<file path="config.mk">
export PLATFORM = sky130hd
export DESIGN_NAME = cla_seq_adder_ctrl
export DESIGN_NICKNAME = d
export VERILOG_FILES = /design/src/rtl/cla_seq_adder_ctrl.sv
export SDC_FILE = /design/constraint.sdc
export NUM_CORES = 1
export LEC_CHECK = 0
export CAP_MARGIN = 20
export CELL_PAD_IN_SITES_DETAIL_PLACEMENT = 2
export CELL_PAD_IN_SITES_GLOBAL_PLACEMENT = 2
export CORE_MARGIN = 3
export CORE_UTILIZATION = 32
export DETAILED_ROUTE_END_ITERATION = 7
export GPL_ROUTABILITY_DRIVEN = 0
export HOLD_SLACK_MARGIN = 0.02
export PLACE_DENSITY_LB_ADDON = 0.08
export SETUP_SLACK_MARGIN = 0.2
export SYNTH_ARGS = -nofsm -noshare
export SYNTH_HDL_FRONTEND = slang
export SYNTH_SLANG_ARGS = --single-unit
</file>
<file path="constraint.sdc">
create_clock -name clk -period 3.3 [get_ports clk]
set_input_delay 0.99 -clock clk [delete_from_list [all_inputs] [get_ports clk]]
set_output_delay 0.99 -clock clk [all_outputs]
set_load 0.05 [all_outputs]
</file>
<file path="src/rtl/cla_seq_adder_ctrl.sv">
// ============================================================================
// Module      : cla_seq_adder_ctrl (with helper slice carry_lookahead_adder)
// Description : Multi-cycle WIDTH-bit adder/subtractor that reuses a single
//               4-bit carry-lookahead slice over WIDTH/4 cycles, least
//               significant nibble first, with a registered inter-nibble
//               carry. A start/busy/done handshake accepts one operation at
//               a time.
// Ports       : clk   - clock, all state changes on rising edge
//               rst   - synchronous active-high reset
//               start - request, sampled only in IDLE or DONE
//               a, b  - WIDTH-bit operands, captured on accepted start
//               sub   - 1 = A-B, 0 = A+B, captured with operands
//               busy  - high while an operation is running
//               done  - one-cycle pulse when the result is ready
//               sum   - registered result
//               cout  - final carry out (no-borrow flag when subtracting)
//               ovf   - two's-complement signed overflow
// Config      : define CLA_SEQ_SUB_EN to honour the sub input; without it
//               every operation is A+B and the sub port is ignored.
// Revision    : 1.0 - initial release
// ============================================================================

`default_nettype none

// ----------------------------------------------------------------------------
// 4-bit carry-lookahead slice: all internal carries are derived directly from
// generate/propagate terms and the carry in, with no ripple between bits.
// ----------------------------------------------------------------------------
module carry_lookahead_adder (
    input  logic [3:0] i_a,
    input  logic [3:0] i_b,
    input  logic       i_cin,
    output logic [3:0] o_sum,
    output logic       o_cout
);

    logic [3:0] w_g;
    logic [3:0] w_p;
    logic [4:0] w_c;

    always_comb begin
        w_g = i_a & i_b;
        w_p = i_a ^ i_b;

        w_c[0] = i_cin;
        w_c[1] = w_g[0] | (w_p[0] & i_cin);
        w_c[2] = w_g[1] | (w_p[1] & w_g[0]) | (w_p[1] & w_p[0] & i_cin);
        w_c[3] = w_g[2] | (w_p[2] & w_g[1]) | (w_p[2] & w_p[1] & w_g[0])
               | (w_p[2] & w_p[1] & w_p[0] & i_cin);
        w_c[4] = w_g[3] | (w_p[3] & w_g[2]) | (w_p[3] & w_p[2] & w_g[1])
               | (w_p[3] & w_p[2] & w_p[1] & w_g[0])
               | (w_p[3] & w_p[2] & w_p[1] & w_p[0] & i_cin);

        o_sum  = w_p ^ w_c[3:0];
        o_cout = w_c[4];
    end

endmodule

// ----------------------------------------------------------------------------
// Sequencing controller
// ----------------------------------------------------------------------------
module cla_seq_adder_ctrl #(
    parameter int WIDTH = 32
) (
    input  logic             clk,
    input  logic             rst,
    input  logic             start,
    input  logic [WIDTH-1:0] a,
    input  logic [WIDTH-1:0] b,
    input  logic             sub,
    output logic             busy,
    output logic             done,
    output logic [WIDTH-1:0] sum,
    output logic             cout,
    output logic             ovf
);

    localparam int c_nibbles = WIDTH / 4;
    localparam int c_kw      = (c_nibbles > 1) ? $clog2(c_nibbles) : 1;

    localparam logic [c_kw-1:0] c_k_last = c_kw'(c_nibbles - 1);
    localparam logic [c_kw-1:0] c_k_one  = c_kw'(1);

    localparam logic [1:0] c_st_idle = 2'd0;
    localparam logic [1:0] c_st_run  = 2'd1;
    localparam logic [1:0] c_st_done = 2'd2;

    // ------------------------------------------------------------------
    // State
    // ------------------------------------------------------------------
    logic [1:0]       r_state;
    logic [c_kw-1:0]  r_k;
    logic             r_c;
    logic [WIDTH-1:0] r_opa;
    logic [WIDTH-1:0] r_opb;
    logic [WIDTH-1:0] r_res;
    logic             r_a_msb;
    logic             r_b_msb;
    logic [WIDTH-1:0] r_sum;
    logic             r_cout;
    logic             r_ovf;

    logic [1:0]       w_state_nxt;
    logic [c_kw-1:0]  w_k_nxt;
    logic             w_c_nxt;
    logic [WIDTH-1:0] w_opa_nxt;
    logic [WIDTH-1:0] w_opb_nxt;
    logic [WIDTH-1:0] w_res_nxt;
    logic             w_a_msb_nxt;
    logic             w_b_msb_nxt;
    logic [WIDTH-1:0] w_sum_nxt;
    logic             w_cout_nxt;
    logic             w_ovf_nxt;

    // ------------------------------------------------------------------
    // Operand conditioning: subtraction is A + ~B + 1, so the inverted B
    // is stored and the carry register starts at 1.
    // ------------------------------------------------------------------
    logic [WIDTH-1:0] w_b_eff;
    logic             w_cin0;

`ifdef CLA_SEQ_SUB_EN
    assign w_b_eff = sub ? ~b : b;
    assign w_cin0  = sub;
`else
    // sub is kept on the port for pin compatibility but has no effect.
    logic w_unused_sub;
    assign w_unused_sub = sub;
    assign w_b_eff      = b;
    assign w_cin0       = 1'b0;
`endif

    // ------------------------------------------------------------------
    // Shared nibble slice, always fed from the bottom of the operand
    // shift registers.
    // ------------------------------------------------------------------
    logic [3:0]       w_sl_sum;
    logic             w_sl_cout;
    logic [WIDTH-1:0] w_res_shift;

    carry_lookahead_adder u_slice (
        .i_a    (r_opa[3:0]),
        .i_b    (r_opb[3:0]),
        .i_cin  (r_c),
        .o_sum  (w_sl_sum),
        .o_cout (w_sl_cout)
    );

    // Each new nibble enters at the top; after N steps nibble 0 has moved
    // down to bit 0 and the register holds the full result in order.
    assign w_res_shift = {w_sl_sum, r_res[WIDTH-1:4]};

    // ------------------------------------------------------------------
    // Next-state / datapath logic
    // ------------------------------------------------------------------
    always_comb begin
        w_state_nxt = r_state;
        w_k_nxt     = r_k;
        w_c_nxt     = r_c;
        w_opa_nxt   = r_opa;
        w_opb_nxt   = r_opb;
        w_res_nxt   = r_res;
        w_a_msb_nxt = r_a_msb;
        w_b_msb_nxt = r_b_msb;
        w_sum_nxt   = r_sum;
        w_cout_nxt  = r_cout;
        w_ovf_nxt   = r_ovf;

        case (r_state)
            c_st_idle, c_st_done: begin
                if (start) begin
                    w_state_nxt = c_st_run;
                    w_opa_nxt   = a;
                    w_opb_nxt   = w_b_eff;
                    w_c_nxt     = w_cin0;
                    w_k_nxt     = '0;
                    // Operand MSBs are lost to shifting, so keep them for
                    // the overflow decision at completion.
                    w_a_msb_nxt = a[WIDTH-1];
                    w_b_msb_nxt = w_b_eff[WIDTH-1];
                end else begin
                    w_state_nxt = c_st_idle;
                end
            end

            c_st_run: begin
                w_res_nxt = w_res_shift;
                w_opa_nxt = {4'b0000, r_opa[WIDTH-1:4]};
                w_opb_nxt = {4'b0000, r_opb[WIDTH-1:4]};
                w_c_nxt   = w_sl_cout;
                w_k_nxt   = r_k + c_k_one;

                if (r_k == c_k_last) begin
                    w_state_nxt = c_st_done;
                    w_k_nxt     = '0;
                    w_sum_nxt   = w_res_shift;
                    w_cout_nxt  = w_sl_cout;
                    // Overflow when both addends share a sign that differs
                    // from the sign of the result (slice MSB is result MSB).
                    w_ovf_nxt   = (r_a_msb == r_b_msb) && (w_sl_sum[3] != r_a_msb);
                end
            end

            default: begin
                w_state_nxt = c_st_idle;
            end
        endcase
    end

    // ------------------------------------------------------------------
    // Registers
    // ------------------------------------------------------------------
    always_ff @(posedge clk) begin
        if (rst) begin
            r_state <= c_st_idle;
            r_k     <= '0;
            r_c     <= 1'b0;
            r_opa   <= '0;
            r_opb   <= '0;
            r_res   <= '0;
            r_a_msb <= 1'b0;
            r_b_msb <= 1'b0;
            r_sum   <= '0;
            r_cout  <= 1'b0;
            r_ovf   <= 1'b0;
        end else begin
            r_state <= w_state_nxt;
            r_k     <= w_k_nxt;
            r_c     <= w_c_nxt;
            r_opa   <= w_opa_nxt;
            r_opb   <= w_opb_nxt;
            r_res   <= w_res_nxt;
            r_a_msb <= w_a_msb_nxt;
            r_b_msb <= w_b_msb_nxt;
            r_sum   <= w_sum_nxt;
            r_cout  <= w_cout_nxt;
            r_ovf   <= w_ovf_nxt;
        end
    end

    // ------------------------------------------------------------------
    // Outputs
    // ------------------------------------------------------------------
    assign busy = (r_state == c_st_run);
    assign done = (r_state == c_st_done);
    assign sum  = r_sum;
    assign cout = r_cout;
    assign ovf  = r_ovf;

endmodule

`default_nettype wire
</file>
# --- Word-level counts from Yosys, hierarchy flattened ---
# Cells that the tools add are included.
op_classes:
  magnitude_cmp: 0
  n_div: 0
  n_eq_ne: 7
  n_bitwise: 29
  mul: 0
  mux: 12
  addsub: 1
  reduce_logical: 7
  n_shift: 0
ops:
  columns: ["cell", "count"]
  rows:
  - ["32-bit case mux with 2 select lines", 2]
  - ["32-bit two-way mux", 2]
  - ["1-bit bitwise AND", 16]
  - ["1-bit OR", 10]
  - ["4-bit bitwise XOR", 2]
  - ["3-bit two-way mux", 2]
  - ["3-bit case mux with 2 select lines", 1]
  - ["2-bit AND reduction", 3]
  - ["4-bit bitwise AND", 1]
  - ["2-bit case mux with 2 select lines", 1]
  - ["3-bit by 1-bit adder with 3-bit output, second input constant", 1]
  - ["3-bit == test, second input constant", 1]
  - ["2-bit by 1-bit == test with 1-bit output, second input constant", 1]
  - ["2-bit == test, second input constant", 1]
  - ["2-bit zero test", 1]
  - ["1-bit two-way mux", 2]
  - ["2-bit two-way mux", 1]
  - ["2-bit by 1-bit inequality test with 1-bit output, second input constant", 1]
  - ["2-bit inequality test, second input constant", 1]
  - ["1-bit case mux with 2 select lines", 1]
  - ["2-bit nonzero test", 1]
  - ["2-bit OR reduction", 1]
  - ["1-bit == test", 1]
  - ["1-bit logical AND", 1]
  - ["1-bit inequality test", 1]
totals:
  inputBits: 68
  ramBits: 0
  rom_bits: 0
  latchBits: 0
  n_memories: 0
  ff_bits: 138

# --- Logic depth before layout (Yosys ltp) ---
# Gate-level depths: netlist of the first run.
depth:
  ltp_word: 8
  mapped_depth: 8
  depth_no_buf: 5

# --- Modules after synthesis ---
# From an unflattened synthesis of the first run, not the netlist that was laid out.
unflattened:
  cells_unflattened: 671
  hier_area_um2: 5620.4
modules_own_cells:
  columns: ["module", "seq_area_each_um2", "n_inst", "cells_per_inst", "area_per_inst_um2"]
  rows:
  - ["cla_seq_adder_ctrl", 2682.6, 1, 654, 5472.7]
  - ["carry_lookahead_adder", 0.0, 1, 17, 147.6]

# --- Least setup slack after synthesis of the first run ---
# OpenSTA, ideal clock, no wires.
synth_timing:
  kind: "register to output"
  from: "reg r_state[1]"
  to: "out done"
  t_arrival_ns: 1.009
  setup_slack_ns: 1.301
  required_ns: 2.310
  stages_incl_launch_ff: 2
  path_cell_list: "dfxtp_1 > nor2b_1"
synth_via:
  elab_chain_cells: 1
synth_lines:
  columns: ["element", "line_no", "text"]
  rows:
  - ["start: declaration", "92", "logic [1:0] r_state;"]
  - ["start signal: assignment", "216", "r_state <= c_st_idle;"]
  - ["start signal: assignment", "228", "r_state <= w_state_nxt;"]
  - ["2-bit == test", "246", "assign done = (r_state == c_st_done);"]
  - ["end: declaration", "73", "output logic done,"]
# Every way passes these cells.

# --- Worst setup path after layout of the first run ---
layout_timing:
  from: "reg r_state[0]"
  to: "out done"
# The elaborated chain is that of the path after synthesis.

==> results.ini, run 1 <==
[worst_setup_path]
rr_startpoint = r_state[0]
path_class = register to output pin
startpoint_type = register
cp.required_ns = 2.31
startpoint = r_state[0]
cp_max_fo = 4
worstSetupEndpointType = output pin
cp.arrival_ns = 1.83

[logic_synthesis]
synth_most_common_cell = nand2_1
synthAdderAreaFrac = 0.0178
netlist_area_um2 = 5340
synth-edff-count = 0
synthTopCellsByArea = dfxtp_1, nand2_1, a311oi_1, a21oi_1, nor2_1
ys.flop_type = dfxtp_1
synth-xor-area-share = 0.00164
yosysWarnings = 0
netlist.area_leader.share = 0.503
async_flop_share = 0
synth_seq_cells = 134
ys_types = 31
seq_area_frac_synth = 0.503
yosys.area.top_type = dfxtp_1
yosys.area_share.simple = 0.236
synth_top_family_by_area = simple AND/OR/NAND/NOR gates
synth-compound-area-share = 0.182
syn-num-nets = 743
postSynthCellCount = 668
yosys-mux-area-fraction = 0
avgSynthCellArea_um2 = 7.99
ys_top_cells_by_count = nand2_1, dfxtp_1, nor2_1

[routing]
viasPerCell = 5.01
dr.pass1.iters = 4
wl_um = 16000
post-route-drc-count = 0
dr.first_iter.drc_count = 194
via_count = 4872
ant_nets = 0
wire_per_inst_um = 16.5

[clock_tree]
clock-root-buffer = clkbuf_16
htreeDepth = 4
path_clk_slew_ns = 0.06
cts_tree = done
cts_setup_buffers = 0
clkLatencyLatePin_ns = 0.41
clk_path_buf_depth = 2
cts_sinks = 134
cts-hold-fix-buffers = 0
cts-resized-gates = 0
cts_buffers = 17

[layout]
area.growth.synth_to_final_pct = 32.0
drive_gt1_frac = 0.0661
n_antenna_cell = 0
fin_nets = 818

[sta]
finalCriticalPeriod_ns = 2.82
setup_viol = 0
finalHoldViolations = 0
whs_ns = 0.455
finalClockSkew_ns = 0.00919
grt_setup_unrepaired = false
drv_slew = 0
fin_crit_sh = 0.855
max-slew-margin-rel = 0.410
max_freq_mhz = 354
tightest_slew_ns = 0.882
finalSetupTns_ns = 0

[floorplan]
io_pins = 104
core_area_um2 = 16100
die_x_um = 135
fp.dieArea_um2 = 18300
start_util = 0.331
num_rows = 46
die_h_um = 135

[placed_design]
port_buffers = 102
dp_hpwl_um = 10600

[pwr]
p_clk_frac = 0.465
p_sw_frac = 0.250
p_leak_nw = 2.52
pwr-share-seq = 0.431
p_sw_mw = 1.02
power_density_nw_per_um2 = 579
vdd_drop_max_mv = 0.381
combPwrFrac = 0.104
p_int_mw = 3.06

[hold_path]
worstHoldPathType = register to register
hp-start = sum[25]

[global_route]
grt_max_degree = 62
antenna_found_initial = 0
grt_use_total = 0.181
grt_pass1_vias = 5324
grt_remaining_overflow = 0
grt_pass1_wl_um = 26800

[run]
max-cap-violations = 0

[outcome]
status = complete, no violations

==> power groups by stage <==
stage               Sequential, mW  Clock [mW]  Combinational, mW
floorplan                     1.77           0              0.274
global placement              1.79           0              0.415
detailed placement            1.79           0              0.430
CTS                           1.76        1.95              0.435
global route                  1.77        2.03              0.479
finish                        1.76        1.89              0.426
==> cell type report <==
class | count | area (um2)
Clock buffer | 22 | 474
Multi-Input combinational cell | 474 | 2350
Sequential cell | 134 | 2680
Tap cell | 216 | 270
Clock inverter | 10 | 121
Timing Repair Buffer | 112 | 1130
Inverter | 4 | 17.5
Fill cell | 1804 | 9070
==> flip-flops by register name (all words and copies together), names as in the netlist <==
| register | flops |
|---|---|
| cout | 1 |
| ovf | 1 |
| r_opb | 32 |
| r_b_msb | 1 |
| r_state | 2 |
| r_opa | 32 |
| r_k | 3 |
| r_res | 28 |
| sum | 32 |
| r_c | 1 |
| r_a_msb | 1 |
==> stage by stage <==
stage	utilization	setup WS [ns]	total power, mW	std cells	area [um2]
floorplan	-	1.30	2.05	668	5340
CTS	0.437	0.446	4.14	972	7040
finish	0.437	0.477	4.08	972	7040
global route	0.437	0.423	4.28	972	7040
global placement	0.400	0.634	2.20	940	6450
detailed placement	0.400	0.550	2.22	940	6450
==> path summary, 6_finish.rpt <==
path / slack (ns) / cells after the start / end
min reg2reg: 0.45 / 2 / sum[25]
max reg2reg: 1.30 / 5 / r_k[1]
max: 0.48 / 2 / done
min: 0.45 / 2 / sum[25]
==> kinds of logic after synthesis <==
| family | count (synthesis) |
|---|---|
| compound gates | 140 |
| xor+xnor | 1 |
| fa+ha+maj | 7 |
| buf+inv | 60 |
| flops | 134 |
| simple gates | 326 |
==> per-layer routing <==
| metal | up-vias | global-route usage | wire length [um] |
|---|---|---|---|
| met4 | 0 | 0.0515 | 195 |
| met1 | 2382 | 0.224 | 7180 |
| met5 | - | 0 | 0 |
| met3 | 15 | 0.0313 | 439 |
| met2 | 70 | 0.324 | 8180 |
| li1 | 2405 | - | - |
==> cell usage in the layout (no fill, tap or decap), types with 2 or more instances in the layout <==
master	instances
clkbuf_1	2
a22oi_1	7
nor2_1	78
a21oi_1	65
nand4_1	4
nand2_1	233
clkdlybuf4s50_1	100
bufinv_16	2
and2_1	2
clkbuf_16	17
a211oi_1	4
ha_1	6
a21o_1	2
buf_12	3
inv_1	3
dfxtp_1	134
clkinv_4	2
clkinvlp_4	4
buf_4	9
nand3_1	2
clkbuf_8	3
a311oi_1	56
==> worst max-delay path, stage by stage, from the launching register on <==
cell and delay [ns]:
dfxtp_1 0.38, nor2b_1 0.21, clkdlybuf4s50_1 0.83
(Power assumes the default switching activity.)
==> run 2: changes to the inputs <==
--- a/config.mk
+++ b/config.mk
@@ -10,6 +10,7 @@
 export CELL_PAD_IN_SITES_GLOBAL_PLACEMENT = 2
 export CORE_MARGIN = 3
 export CORE_UTILIZATION = 32
+export CTS_BUF_LIST = sky130_fd_sc_hd__clkbuf_16
 export DETAILED_ROUTE_END_ITERATION = 7
 export GPL_ROUTABILITY_DRIVEN = 0
 export HOLD_SLACK_MARGIN = 0.02
==> run 2 against run 1 <==
  * Flip-flop and latch count did not move
  * Final cell count did not move
  * Die area did not move
  * Via count fell by 0.21%
  * Clock-buffer cell count fell by 5
  * First-iteration DRC count rose by 1.0%
  * Worst hold slack barely moved
  * Non-clock buffer count did not move
==> results.ini, run 2 (synthesized netlist as in run 1, its figures left out) <==
[placed_design]
dp_hpwl_um = 10600
pre_cts_slack_ns = 0.550
port_buffers = 102

[sta]
finalCriticalPeriod_ns = 2.82
tightest_slew_ns = 0.866
grt_setup_unrepaired = false
max_freq_mhz = 355
finalClockSkew_ns = 0.00884
finalWorstSetupSlack_ns = 0.483
fin_crit_sh = 0.854
finalHoldViolations = 0
max-slew-margin-rel = 0.421
drv_slew = 0
whs_ns = 0.455
setup_viol = 0
finalSetupTns_ns = 0

[clock_tree]
cts_buffers = 17
clkLatencyLatePin_ns = 0.42
cts_setup_buffers = 0
cts_tree = done
htreeDepth = 4
cts_sinks = 134
cts-hold-fix-buffers = 0
cts-resized-gates = 0
path_clk_slew_ns = 0.06
clock-root-buffer = clkbuf_16
clk_path_buf_depth = 2

[floorplan]
start_util = 0.331
io_pins = 104
num_rows = 46
die_x_um = 135
die_h_um = 135
core_area_um2 = 16100
fp.dieArea_um2 = 18300

[worst_setup_path]
rr_startpoint = r_state[0]
startpoint = r_state[0]
cp_max_fo = 4
cp.arrival_ns = 1.83
worstSetupEndpointType = output pin
rr_worst_depth = 5
path_class = register to output pin
cp.required_ns = 2.31
startpoint_type = register

[hold_path]
holdPathStages = 2
hp-start = sum[25]
worstHoldPathType = register to register

[routing]
via_count = 4862
wire_per_inst_um = 16.4
ant_nets = 0
viasPerCell = 5.00
wl_um = 16000
dr.first_iter.drc_count = 196
post-route-drc-count = 0
dr.pass1.iters = 4

[layout]
fin_nets = 818
final_cell_mix = nand2_1, dfxtp_1, clkdlybuf4s50_1, nor2_1, a21oi_1
post-route-util = 0.435
nFillCells = 1807
layout_commonest_cell = nand2_1
multi_input_area_um2 = 2350
area.growth.synth_to_final_pct = 31.4
drive_gt1_frac = 0.0622
n_antenna_cell = 0
regArea_um2 = 2680

[pwr]
power_density_nw_per_um2 = 571
finalPower_mw = 4.00
p_leak_nw = 2.51
vdd_drop_max_mv = 0.385

[global_route]
grt_max_degree = 62
grt_use_total = 0.181
grt_pass1_wl_um = 26800
grt_pass1_vias = 5334
antenna_found_initial = 0
grt_remaining_overflow = 0

[run]
max-cap-violations = 0

[outcome]
status = complete, no violations

==> run 2: cell count changes in the layout (fill, tap and decap cells not counted), sizes merged <==
cell,delta
clkbuf,-5
inv,+2
clkinv,+3
==> run 2: final timing paths <==
path                                end  slack, ns
worst max-delay path               done       0.48
worst min-delay path            sum[25]       0.45
worst max register to register   r_k[1]       1.31
worst min register to register  sum[25]       0.45
==> run 2: per-stage QoR <==
stage,area [um2],std cells
2_1_floorplan,5340,668
3_3_place_gp,6450,940
3_5_place_dp,6450,940
4_1_cts,7010,972
5_1_grt,7010,972
6_report,7010,972
==> run 2: metal layers <==
metal,vias up,routed length (um),GRT usage,share of wire
met4,0,197,0.0543,0.012
met5,-,0,0,0
met2,72,8160,0.320,0.51
met3,16,444,0.0317,0.028
met1,2365,7190,0.226,0.45
li1,2409,-,-,-
==> run 2: worst max-delay path: stages (launching register included) <==
cell and delay [ns]:
dfxtp_1 0.38, nor2b_1 0.20, clkdlybuf4s50_1 0.83
==> run 2: power by group <==
| part | switching [mW] | leakage (nW) | internal [mW] |
|---|---|---|---|
| Clock | 0.719 | 0.270 | 1.10 |
| Combinational | 0.246 | 1.15 | 0.180 |
| Sequential | 0.0551 | 1.09 | 1.70 |
| Total | 1.02 | 2.51 | 2.98 |
==> run 2: final cells by class <==
class | instances | share of cell area
repair buffers | 112 | 0.161
clock buffers | 17 | 0.0607
inverters | 4 | 0.00250
flip-flops and latches | 134 | 0.383
clock inverters | 15 | 0.0200
well taps | 216 | 0.0385
multi-input cells | 474 | 0.335
==> run 3: changes to the inputs <==
--- a/config.mk
+++ b/config.mk
@@ -13,7 +13,7 @@
 export CTS_BUF_LIST = sky130_fd_sc_hd__clkbuf_16
 export DETAILED_ROUTE_END_ITERATION = 7
 export GPL_ROUTABILITY_DRIVEN = 0
-export HOLD_SLACK_MARGIN = 0.02
+export HOLD_SLACK_MARGIN = 0.03
 export PLACE_DENSITY_LB_ADDON = 0.08
 export SETUP_SLACK_MARGIN = 0.2
 export SYNTH_ARGS = -nofsm -noshare
==> results of run 3 <==
Same layout as run 2: the final DEF is identical, and so are final timing and power.
